`config.mk`:
```
export PLATFORM = sky130hd
export DESIGN_NAME = swarm_stepper
export DESIGN_NICKNAME = d
export VERILOG_FILES = /design/src/rtl/swarm_pkg.sv /design/src/rtl/tick_divider.sv /design/src/rtl/swarm_stepper.sv
export SDC_FILE = /design/constraint.sdc
export NUM_CORES = 1
export LEC_CHECK = 0
export BUFFER_PORTS_ARGS = -buffer_cell sky130_fd_sc_hd__buf_2
export CAP_MARGIN = 20
export CORE_MARGIN = 1
export CORE_UTILIZATION = 53
export DETAILED_ROUTE_END_ITERATION = 8
export GPL_TIMING_DRIVEN = 0
export PLACE_DENSITY = 0.77
export SLEW_MARGIN = 5
export SYNTH_ARGS = -nofsm -noshare
export SYNTH_HDL_FRONTEND = slang
export SYNTH_HIERARCHICAL = 1
export SYNTH_SLANG_ARGS = --single-unit
```
`constraint.sdc`:
```
create_clock -name clk -period 2.4 [get_ports clk]
set_input_delay 0.12 -clock clk [delete_from_list [all_inputs] [get_ports clk]]
set_output_delay 0.12 -clock clk [all_outputs]
set_load 0.01 [all_outputs]
```
`src/rtl/swarm_pkg.sv`:
```
// Shared swarm definitions: FSM state encoding, field widths and default
// timing / geometry constants used by the stepper, aliens and renderer.
package swarm_pkg;

  typedef enum logic [1:0] {
    MARCH_R = 2'd0,
    MARCH_L = 2'd1,
    DESCEND = 2'd2,
    LANDED  = 2'd3
  } swarm_state_e;

  localparam int unsigned ADD_X_W = 3;
  localparam int unsigned Y_W     = 7;
  localparam int unsigned ALIVE_W = 6;
  localparam int unsigned CNT_W   = 8;

  localparam logic [ADD_X_W-1:0] ADD_X_MAX = 3'd7;

  localparam int unsigned SLOW_PERIOD_DEF = 8;
  localparam int unsigned FAST_PERIOD_DEF = 2;
  localparam int unsigned FAST_THRESH_DEF = 4;
  localparam int unsigned Y_STEP_DEF      = 4;
  localparam int unsigned Y_LIMIT_DEF     = 96;

endpackage

```
`src/rtl/tick_divider.sv`:
```
// Frame-tick divider with an alive-count dependent period.
// Ports: clk, reset_n (sync, active-low), tick_en (qualified frame tick),
//        alive_count (aliens remaining), step_c (combinational step strobe).
module tick_divider
  import swarm_pkg::*;
#(
  parameter int unsigned SLOW_PERIOD = SLOW_PERIOD_DEF,
  parameter int unsigned FAST_PERIOD = FAST_PERIOD_DEF,
  parameter int unsigned FAST_THRESH = FAST_THRESH_DEF
) (
  input  logic               clk,
  input  logic               reset_n,
  input  logic               tick_en,
  input  logic [ALIVE_W-1:0] alive_count,
  output logic               step_c
);

  logic [CNT_W-1:0] count;
  logic [CNT_W-1:0] period_m1;

  // Period is re-evaluated on every tick; a count already past a shorter
  // period steps immediately.
  always_comb begin
    period_m1 = (alive_count <= ALIVE_W'(FAST_THRESH)) ? CNT_W'(FAST_PERIOD - 1)
                                                         : CNT_W'(SLOW_PERIOD - 1);
    step_c    = tick_en && (count >= period_m1);
  end

  always_ff @(posedge clk) begin
    if (!reset_n) begin
      count <= '0;
    end else if (tick_en) begin
      count <= step_c ? '0 : count + CNT_W'(1);
    end
  end

endmodule

```
`src/rtl/swarm_stepper.sv`:
```
// Swarm march controller: steps the alien formation left/right, descends at
// the edges and latches landed once the formation reaches Y_LIMIT.
// Ports: clk, reset_n (sync, active-low), enable (freeze when low),
//        frame_tick (per-frame pulse), alive_count (aliens left),
//        add_x / y_offset (formation offsets), dir (1 = right),
//        step_pulse (one cycle per applied step), landed (sticky).
module swarm_stepper
  import swarm_pkg::*;
#(
  parameter int unsigned SLOW_PERIOD = SLOW_PERIOD_DEF,
  parameter int unsigned FAST_PERIOD = FAST_PERIOD_DEF,
  parameter int unsigned FAST_THRESH = FAST_THRESH_DEF,
  parameter int unsigned Y_STEP      = Y_STEP_DEF,
  parameter int unsigned Y_LIMIT     = Y_LIMIT_DEF
) (
  input  logic               clk,
  input  logic               reset_n,
  input  logic               enable,
  input  logic               frame_tick,
  input  logic [ALIVE_W-1:0] alive_count,
  output logic [ADD_X_W-1:0] add_x,
  output logic [Y_W-1:0]     y_offset,
  output logic               dir,
  output logic               step_pulse,
  output logic               landed
);

  swarm_state_e state;
  logic         tick_en;
  logic         step_c;
  logic [7:0]   y_sum;

  // Ticks are discarded while disabled or once landed.
  assign tick_en = enable && frame_tick && !landed;
  // One bit wider than y_offset so the limit compare cannot wrap.
  assign y_sum   = {1'b0, y_offset} + 8'(Y_STEP);

  tick_divider #(
    .SLOW_PERIOD (SLOW_PERIOD),
    .FAST_PERIOD (FAST_PERIOD),
    .FAST_THRESH (FAST_THRESH)
  ) u_tick_divider (
    .clk         (clk),
    .reset_n     (reset_n),
    .tick_en     (tick_en),
    .alive_count (alive_count),
    .step_c      (step_c)
  );

  // March FSM; all outputs registered and updated only on a step.
  always_ff @(posedge clk) begin
    if (!reset_n) begin
      state      <= MARCH_R;
      add_x      <= '0;
      y_offset   <= '0;
      dir        <= 1'b1;
      step_pulse <= 1'b0;
      landed     <= 1'b0;
    end else begin
      step_pulse <= step_c;
      if (step_c) begin
        case (state)
          MARCH_R: begin
            if (add_x < ADD_X_MAX) add_x <= add_x + ADD_X_W'(1);
            else                   state <= DESCEND;
          end
          MARCH_L: begin
            if (add_x > '0) add_x <= add_x - ADD_X_W'(1);
            else            state <= DESCEND;
          end
          DESCEND: begin
            if (y_sum >= 8'(Y_LIMIT)) begin
              y_offset <= Y_W'(Y_LIMIT);
              landed   <= 1'b1;
              state    <= LANDED;
            end else begin
              y_offset <= y_sum[Y_W-1:0];
              dir      <= !dir;
              state    <= dir ? MARCH_L : MARCH_R;
            end
          end
          default: state <= LANDED;
        endcase
      end
    end
  end

endmodule
```
==> impl_metrics.env, run 1 <==
export IMPL_path_class="reg2reg"
export IMPL_clk_path_buf_depth=2
export IMPL_critPathMaxFanout=7
export IMPL_synth_most_common_cell="dfxtp_1"
export IMPL_antennaDiodeCount=0
export IMPL_slew_headroom=0.630
export IMPL_fin_skew_ps=1.56
export IMPL_cp_end_kind="flip-flop"
export IMPL_via_count=1056
export IMPL_worst_pin_slew_ps=551
export IMPL_insertion_delay_ps=290
export IMPL_grt_max_degree=12
export IMPL_ys_seq_elements=21
export IMPL_dpl_cell_area_um2=1300
export IMPL_vias_per_cell=5.77
export IMPL_ir_drop_mv=0.437
export IMPL_syn_to_final_growth_pct=14.2
export IMPL_portBuffers=20
export IMPL_fp_row_count=16
export IMPL_drt_total_wl_um=2380
export IMPL_powerDensity_nw_per_um2=424
export IMPL_drt_initial_drc_count=24
export IMPL_power_uw=565
export IMPL_first_pass_iters=5
export IMPL_finalSetupTns_ps=0
export IMPL_setup_viol=0
export IMPL_synth_compound_area_share=0.202
export IMPL_synth_area_leader_cell="dfxtp_1"
export IMPL_cts_htree_levels=1
export IMPL_ys_async_sr_fraction=0
export IMPL_grt_antenna_before_repair=0
export IMPL_grt_first_pass_wirelength_um=4310
export IMPL_synth_area_top_cells="dfxtp_1 (36%), nand2_1 (4.8%), ha_1 (4.3%)"
export IMPL_design_area_um2=1330
export IMPL_synth_xor_area_share=0.00751
export IMPL_postCtsHoldBufs=0
export IMPL_outcome="complete, no violations"
export IMPL_yosys_top_cells_count="dfxtp_1 (21), nand2_1 (15), a21oi_1 (8), nor2_1 (8), nand2b_1 (6)"
export IMPL_hold_viol_final=0
export IMPL_placed_cells=179
export IMPL_required_ps=2600
export IMPL_numCtsBuffers=3
export IMPL_ys_warn_count=6
export IMPL_maxSlewViolCount=0
export IMPL_overflow=0
export IMPL_synth_top_area_share=0.361
export IMPL_synth_top_family_by_area="simple AND/OR/NAND/NOR gates"
export IMPL_die_area_um2=2390
export IMPL_worst_setup_path_start_kind="flip-flop"
export IMPL_fin_cells=183
export IMPL_grt_pass1_vias=1014
export IMPL_period_minus_slack_ps=2230
export IMPL_tritoncts="built"
export IMPL_die_w_um=48.9
export IMPL_gp_congestion=0.851
export IMPL_ys_flop_type="dfxtp_1"
export IMPL_root_buffer="clkbuf_4"
export IMPL_die_height_um=48.9
export IMPL_clock_sinks=21
export IMPL_rsz0062_at_grt="false"
export IMPL_synth_edff_count=0
export IMPL_post_cts_buffers=0
export IMPL_syn_avg_cell_area_um2=8.90
export IMPL_cts_clk_slew_worst_paths_ps=110
export IMPL_grt_use_total=0.227
export IMPL_max_freq_ghz=0.449
export IMPL_yosysSeqAreaShare=0.361
export IMPL_initial_core_util=0.577
export IMPL_drtAntennaViolNets=0
export IMPL_fin_nets=172
export IMPL_synth_simple_area_share=0.305
export IMPL_syn_inst=131
export IMPL_synth_cell_type_count=46
export IMPL_cp_arrival_ps=2430
export IMPL_finish_utilization=0.658
export IMPL_syn_cell_area_um2=1170
export IMPL_synthMuxAreaShare=0.0268
export IMPL_maxCapViolCount=0
export IMPL_min_period_over_period=0.929
export IMPL_pin_count=23
export IMPL_coreArea_um2=2020
export IMPL_worst_hold_path_type="in2reg"
export IMPL_avgRoutedWirePerCell_um=13.0
export IMPL_drive_above_1_share=0.224
export IMPL_dp_final_hpwl_um=1790
export IMPL_synth_fa_ha_area_frac=0.0601
export IMPL_drc=0
export IMPL_leakagePower_uw=0.000546
report_power, final:
| part | switching [uW] | internal (uW) | leakage [uW] | total [uW] |
|---|---|---|---|---|
| clock | 102 | 64.7 | 0.0000150 | 167 |
| combinational | 23.0 | 17.9 | 0.000362 | 40.9 |
| sequential | 5.69 | 352 | 0.000169 | 358 |
| total | 131 | 434 | 0.000546 | 565 |
per-layer routing:
metal	share of wire	GRT usage	vias up	routed length [um]
met5	0	0	-	0
met3	0.041	0.0467	0	97
met4	0	0.0294	0	0
li1	-	-	532	-
met2	0.50	0.403	24	1180
met1	0.46	0.288	500	1100
final cells by class:
class,count,area (um2)
Buffer,4,23.8
Clock buffer,4,26.3
Fill cell,190,691
Inverter,5,18.8
Multi-Input combinational cell,102,708
Sequential cell,21,420
Tap cell,27,33.8
Timing Repair Buffer,20,100
cells by family (layout without fill, tap and decap cells):
| family | count (synthesis) | after routing |
|---|---|---|
| flops | 21 | 21 |
| simple gates | 60 | 60 |
| mux | 3 | 3 |
| other cells | 1 | 2 |
| buf+inv | 9 | 33 |
| compound gates | 31 | 31 |
| xor+xnor | 1 | 1 |
| fa+ha+maj | 5 | 5 |
path summary, 6_finish.rpt:
kind                                         startpoint                      end  slack (ps)  cells after the start
worst max-delay path            u_tick_divider/count[2]                      dir         170                      7
worst max register to register  u_tick_divider/count[2]                      dir         170                      7
worst min register to register  u_tick_divider/count[4]  u_tick_divider/count[4]         480                      2
worst min-delay path                            reset_n  u_tick_divider/count[4]          60                      3
per-stage QoR:
| stage | setup WS, ps | hold slack [ps] |
|---|---|---|
| finish | 171 | 60.4 |
| global route | 7.81 | 40.9 |
| CTS | 171 | 62.8 |
| detailed placement | -6.16 | 384 |
| global placement | 31.2 | 374 |
| floorplan | 324 | 241 |
what timing repair did:
item	CTS	global route
resized for setup	0	2
endpoints found under the setup margin	0	2
endpoints found under the hold margin	0	0
state kept, by name, summed over array words and instances, names as in the netlist:
signal and flops:
add_x 3, step_pulse 1, state 2, u_tick_divider/count 8, landed 1, dir 1, y_offset 5
placed cells by master (no fill, tap or decap), types with 2 or more instances in the layout:
cell	n
o21ai_0	2
nand2b_1	6
buf_2	20
clkbuf_4	3
nor2_1	8
nand3_1	3
or3_1	2
ha_1	4
nand2_1	15
o21a_1	2
o21ai_1	2
nand4b_1	3
a31oi_1	4
and3_1	4
mux2i_1	2
clkbuf_1	2
dfxtp_1	21
a211oi_1	3
nor3_1	2
buf_4	2
nor2b_1	2
inv_1	5
conb_1	2
a21oi_1	8
nand4_1	5
worst max-delay path: stages (launching register included):
cell	delay [ps]
dfxtp_1	380
ha_1	210
nor2_1	310
nand2_2	150
o21a_1	260
and3b_2	250
o211ai_1	190
mux2_2	370
(Power assumes the default switching activity.)
==> run 2, diff against run 1 <==
Settings changed: CORE_ASPECT_RATIO set to 0.7, REMOVE_ABC_BUFFERS set to 1.
==> run 2 against run 1 <==
  * The flow now finishes with violations (DRC)
  * Non-clock buffer count decreased by 4
  * Clock power increased by 11%
  * Sequential share of layout area increased by 0.33 points
  * Die area increased by 0.13%
  * Hold slack improved by 49 ps
  * Register-to-register slack about the same
  * Critical path depth decreased by 1
  * Largest power group unchanged
==> impl_metrics.env, run 2 (synthesized netlist as in run 1, its figures left out) <==
export IMPL_outcome="complete, but fails checks"
export IMPL_failed_checks="DRC"
export IMPL_overflow=0
export IMPL_initial_core_util=0.592
export IMPL_root_buffer="clkbuf_4"
export IMPL_leakagePower_uw=0.000534
export IMPL_drive_above_1_share=0.230
export IMPL_required_ps=2620
export IMPL_post_cts_buffers=0
export IMPL_portBuffers=20
export IMPL_setup_viol=0
export IMPL_cp_end_kind="flip-flop"
export IMPL_grt_max_degree=17
export IMPL_cts_htree_levels=1
export IMPL_pwr_share_comb=0.064
export IMPL_drtAntennaViolNets=0
export IMPL_clk_path_buf_depth=2
export IMPL_final_common_cell="dfxtp_1"
export IMPL_final_cell_mix="dfxtp_1 (21), buf_2 (20), nand2_1 (15), a21oi_1 (8)"
export IMPL_dp_final_hpwl_um=1870
export IMPL_period_minus_slack_ps=2240
export IMPL_swShare=0.260
export IMPL_p_clk_frac=0.318
export IMPL_die_height_um=41.2
export IMPL_antennaDiodeCount=0
export IMPL_slew_headroom=0.599
export IMPL_gp_congestion=0.785
export IMPL_min_period_over_period=0.932
export IMPL_fp_row_count=13
export IMPL_maxSlewViolCount=0
export IMPL_die_w_um=58.1
export IMPL_avgRoutedWirePerCell_um=14.3
export IMPL_pin_count=23
export IMPL_finalSetupTns_ps=0
export IMPL_top_register="u_tick_divider/count"
export IMPL_hold_viol_final=0
export IMPL_powerDensity_nw_per_um2=441
export IMPL_seqPwrFrac=0.617
export IMPL_rsz0062_at_grt="false"
export IMPL_place_ws_ps=-85.4
export IMPL_path_class="reg2reg"
export IMPL_drc=2
export IMPL_maxCapViolCount=0
export IMPL_worst_hold_path_type="in2reg"
export IMPL_min_path_cells=2
export IMPL_coreArea_um2=1970
export IMPL_worst_pin_slew_ps=597
export IMPL_grt_pass1_vias=919
export IMPL_drt_total_wl_um=2610
export IMPL_grt_antenna_before_repair=0
export IMPL_largest_reg_flops=8
export IMPL_critPathMaxFanout=6
export IMPL_numCtsBuffers=3
export IMPL_insertion_delay_ps=330
export IMPL_ir_drop_mv=0.265
export IMPL_largestRegisters="u_tick_divider/count x8, y_offset x5, add_x x3"
export IMPL_power_uw=580
export IMPL_postCtsHoldBufs=0
export IMPL_tritoncts="built"
export IMPL_hold_ws_ps=109
export IMPL_intPower_uw=430
export IMPL_placed_cells=178
export IMPL_drt_initial_drc_count=62
export IMPL_via_count=1073
export IMPL_switching_power_uw=151
export IMPL_cp_arrival_ps=2460
export IMPL_die_area_um2=2390
export IMPL_fin_skew_ps=10.9
export IMPL_vias_per_cell=5.90
export IMPL_clock_sinks=21
export IMPL_setup_ws_ps=163
export IMPL_r2r_cells=6
export IMPL_syn_to_final_growth_pct=13.0
export IMPL_worst_setup_path_start_kind="flip-flop"
export IMPL_max_freq_ghz=0.447
export IMPL_grt_first_pass_wirelength_um=4080
export IMPL_cts_clk_slew_worst_paths_ps=130
export IMPL_grt_use_total=0.246
export IMPL_fin_cells=182
export IMPL_first_pass_iters=6
export IMPL_fin_nets=168
-- run 2: cell types whose count changed in the layout (fill, tap and decap cells not counted), sizes merged --
cell | before | now
clkbuf | 6 | 3
clkinv | 0 | 1
buf | 22 | 20
-- run 2: what timing repair did --
item,CTS,global route
endpoints found under the hold margin,0,0
endpoints found under the setup margin,0,2
gates resized for setup,0,2
-- run 2: metrics by stage --
step	cell area [um2]	utilization
5_1_grt	1320	0.669
3_3_place_gp	1280	0.653
4_1_cts	1310	0.667
2_1_floorplan	1150	-
3_5_place_dp	1280	0.653
6_report	1320	0.669
-- run 2: worst paths after layout --
check	from	endpoint	slack, ps
max	u_tick_divider/count[7]	dir	160
min	reset_n	landed	110
max reg2reg	u_tick_divider/count[7]	dir	160
min reg2reg	u_tick_divider/count[4]	u_tick_divider/count[4]	500
-- run 2: area by class of cell --
cell class | instances | area, um2
multi-input cells | 102 | 713
fillers | 178 | 651
flip-flops and latches | 21 | 420
repair buffers | 20 | 100
well taps | 30 | 37.5
clock buffers | 3 | 22.5
inverters | 5 | 18.8
clock inverters | 1 | 5.00
-- run 2: worst max-delay path, stage by stage (launching register included) --
cell and delay [ps]:
dfxtp_1 380, nor4_4 480, nand2_2 160, o21a_1 270
and3b_2 250, o211ai_1 200, mux2_2 380
-- run 2: routing by layer --
| metal | vias up | share of wire | track usage |
|---|---|---|---|
| met2 | 47 | 0.43 | 0.388 |
| li1 | 522 | - | - |
| met1 | 495 | 0.47 | 0.296 |
| met4 | 0 | 0.031 | 0.179 |
| met5 | - | 0 | 0 |
| met3 | 9 | 0.069 | 0.0757 |
-- run 2: power by group through the flow --
| stage | Combinational (uW) | Sequential [uW] | Clock (uW) |
|---|---|---|---|
| 3_3_place_gp | 35.1 | 365 | 0 |
| 6_report | 37.4 | 358 | 185 |
| 2_1_floorplan | 20.1 | 365 | 0 |
| 3_5_place_dp | 36.4 | 366 | 0 |
| 5_1_grt | 41.5 | 359 | 199 |
| 4_1_cts | 36.6 | 358 | 187 |
==> run 3, diff against run 2 <==
Settings changed: ABC_AREA set to 1, CORE_UTILIZATION 53 to 52, MAX_ROUTING_LAYER set to met4, PLACE_DENSITY 0.77 to unset, PLACE_DENSITY_LB_ADDON set to 0.08.
==> run 3 against run 2 <==
  * The run still ends with DRC left
  * Synthesized cell count grew 11%
  * Final area shrank 7.1%
  * Setup slack gained 430 ps
  * Non-clock buffer count is the same
  * Sequential cell count is the same
  * First-iteration DRC count shrank 66%
  * Hold slack gained 0.84 ps
  * Total power shrank 5.5%
  * Die area shrank 4.4%
  * Critical path depth grew 2
  * Combinational power shrank 27%
  * Clock power shrank 9%
==> impl_metrics.env, run 3 <==
export IMPL_busiest_layer="met2"
export IMPL_postCtsHoldBufs=0
export IMPL_drc=6
export IMPL_powerDensity_nw_per_um2=448
export IMPL_grt_use_total=0.180
export IMPL_die_w_um=56.8
export IMPL_drive_above_1_share=0.235
export IMPL_coreArea_um2=1920
export IMPL_ys_async_sr_fraction=0
export IMPL_grt_max_degree=13
export IMPL_place_ws_ps=315
export IMPL_syn_cell_area_um2=1090
export IMPL_grt_pass1_vias=725
export IMPL_die_area_um2=2290
export IMPL_finalSetupTns_ps=0
export IMPL_holdPathEnd="dir"
export IMPL_yosys_top_cells_count="nand2_1 (27), dfxtp_1 (21), inv_1 (20)"
export IMPL_power_uw=548
export IMPL_max_freq_ghz=0.555
export IMPL_antennaDiodeCount=0
export IMPL_fin_skew_ps=2.78
export IMPL_finish_utilization=0.638
export IMPL_grt_antenna_before_repair=0
export IMPL_cp_arrival_ps=2060
export IMPL_final_cell_mix="nand2_1 (27), dfxtp_1 (21), inv_1 (20), buf_2 (20), nor2_1 (15)"
export IMPL_pin_count=23
export IMPL_avgRoutedWirePerCell_um=10.0
export IMPL_final_common_cell="nand2_1"
export IMPL_drt_initial_drc_count=21
export IMPL_ys_flop_type="dfxtp_1"
export IMPL_fin_nets=182
export IMPL_largest_reg_flops=8
export IMPL_initial_core_util=0.568
export IMPL_cts_resized=0
export IMPL_first_pass_iters=6
export IMPL_reg2reg_from="landed"
export IMPL_seq_area_um2=420
export IMPL_clock_sinks=21
export IMPL_setup_viol=0
export IMPL_root_buffer="clkbuf_4"
export IMPL_overflow=0
export IMPL_required_ps=2660
export IMPL_leakagePower_uw=0.000626
export IMPL_tritoncts="built"
export IMPL_min_period_over_period=0.751
export IMPL_crit_start="landed"
export IMPL_nFillCells=196
export IMPL_drt_total_wl_um=1890
export IMPL_design_area_um2=1220
export IMPL_portBuffers=20
export IMPL_met1_usage=0.202
export IMPL_largestRegisters="u_tick_divider/count x8, y_offset x5, add_x x3"
export IMPL_dpl_cell_area_um2=1200
export IMPL_cts_clk_slew_worst_paths_ps=110
export IMPL_post_cts_buffers=0
export IMPL_syn_inst=145
export IMPL_ys_seq_elements=21
export IMPL_die_height_um=40.3
export IMPL_r2r_end="y_offset[4]"
export IMPL_via_count=924
export IMPL_met2_usage=0.315
export IMPL_worst_pin_slew_ps=670
export IMPL_synth_area_leader_cell="dfxtp_1"
export IMPL_syn_to_final_growth_pct=12.2
export IMPL_synth_most_common_cell="nand2_1"
export IMPL_rsz0062_at_grt="false"
export IMPL_gp_congestion=0.769
export IMPL_clk_path_buf_depth=2
export IMPL_failed_checks="DRC"
export IMPL_cp_end_kind="flip-flop"
export IMPL_slew_headroom=0.552
export IMPL_synth_area_top_cells="dfxtp_1 (39%), nand2_1 (9.3%), inv_1 (6.9%)"
export IMPL_top_register="u_tick_divider/count"
export IMPL_worst_setup_path_start_kind="flip-flop"
export IMPL_maxSlewViolCount=0
export IMPL_r2r_cells=8
export IMPL_ys_warn_count=6
export IMPL_multiInputGateArea_um2=566
export IMPL_vias_per_cell=4.91
export IMPL_fp_row_count=13
export IMPL_grt_first_pass_wirelength_um=2920
export IMPL_numCtsBuffers=3
export IMPL_path_class="reg2reg"
export IMPL_dp_final_hpwl_um=1470
export IMPL_hold_start="reset_n"
export IMPL_outcome="complete, but fails checks"
export IMPL_hold_viol_final=0
export IMPL_synth_top_area_share=0.385
export IMPL_yosysSeqAreaShare=0.385
export IMPL_worst_hold_path_type="in2reg"
export IMPL_maxCapViolCount=0
export IMPL_insertion_delay_ps=300
export IMPL_reg2reg_slack_ps=600
export IMPL_critPathMaxFanout=8
export IMPL_ir_drop_mv=0.284
export IMPL_synth_cell_type_count=31
export IMPL_cts_htree_levels=1
export IMPL_setup_ws_ps=597
export IMPL_drtAntennaViolNets=0
export IMPL_period_minus_slack_ps=1800
export IMPL_synth_edff_count=0
export IMPL_grtUsageMet3=0.0710
export IMPL_syn_avg_cell_area_um2=7.52
export IMPL_min_path_cells=2
run 3: cell types whose count changed in the layout (fill, tap and decap cells not counted), sizes merged, moves of 4 or more:
| cell | change |
|---|---|
| a31oi | -4 |
| nand2 | +19 |
| inv | +17 |
| nand2b | -6 |
| nand3 | +7 |
| nor2 | +9 |
run 3: metal layers:
metal | routed length [um] | up-vias
met1 | 944 | 408
met3 | 108 | 0
met2 | 834 | 21
met5 | 0 | -
li1 | - | 495
met4 | 0 | 0
run 3: worst max path at each step:
stage | endpoint | slack [ps]
CTS | y_offset[4] | 600
finish | y_offset[4] | 600
floorplan | y_offset[4] | 700
global placement | y_offset[4] | 410
global route | y_offset[4] | 450
detailed placement | y_offset[4] | 310
run 3: power by group:
part / switching (uW) / internal, uW
Combinational: 15.7 / 11.6
Sequential: 2.68 / 351
Clock: 106 / 62.1
Total: 124 / 424
run 3: kinds of logic after synthesis:
| family | synth area share |
|---|---|
| other | 0.00344 |
| xor gates and xnor gates | 0.0321 |
| buffers and inverters | 0.0998 |
| muxes | 0.00917 |
| adders and majority gates | 0.0642 |
| DFF | 0.385 |
| and+or+nand+nor | 0.312 |
| AOI/OAI and AO/OA | 0.0940 |
run 3: cell type report:
cell class / instances / share of cell area
clock buffer: 3 / 0.0184
clock inverter: 1 / 0.00409
inverter: 22 / 0.0675
multi-input combinational: 99 / 0.462
sequential: 21 / 0.344
tap: 22 / 0.0225
timing repair buffer: 20 / 0.0818
run 3: stage by stage:
| stage | std cells | hold WS (ps) |
|---|---|---|
| global placement | 184 | 422 |
| global route | 188 | 100 |
| detailed placement | 184 | 423 |
| CTS | 188 | 99.5 |
| floorplan | 142 | 205 |
| finish | 188 | 110 |
run 3: critical path, cell delays in order (launching register included):
cell     delay, ps
dfxtp_1        340
nor2_1         530
nand2_2        120
inv_1          150
nand3_2        180
inv_2          160
a21o_1         130
nand4_1         90
inv_1           60
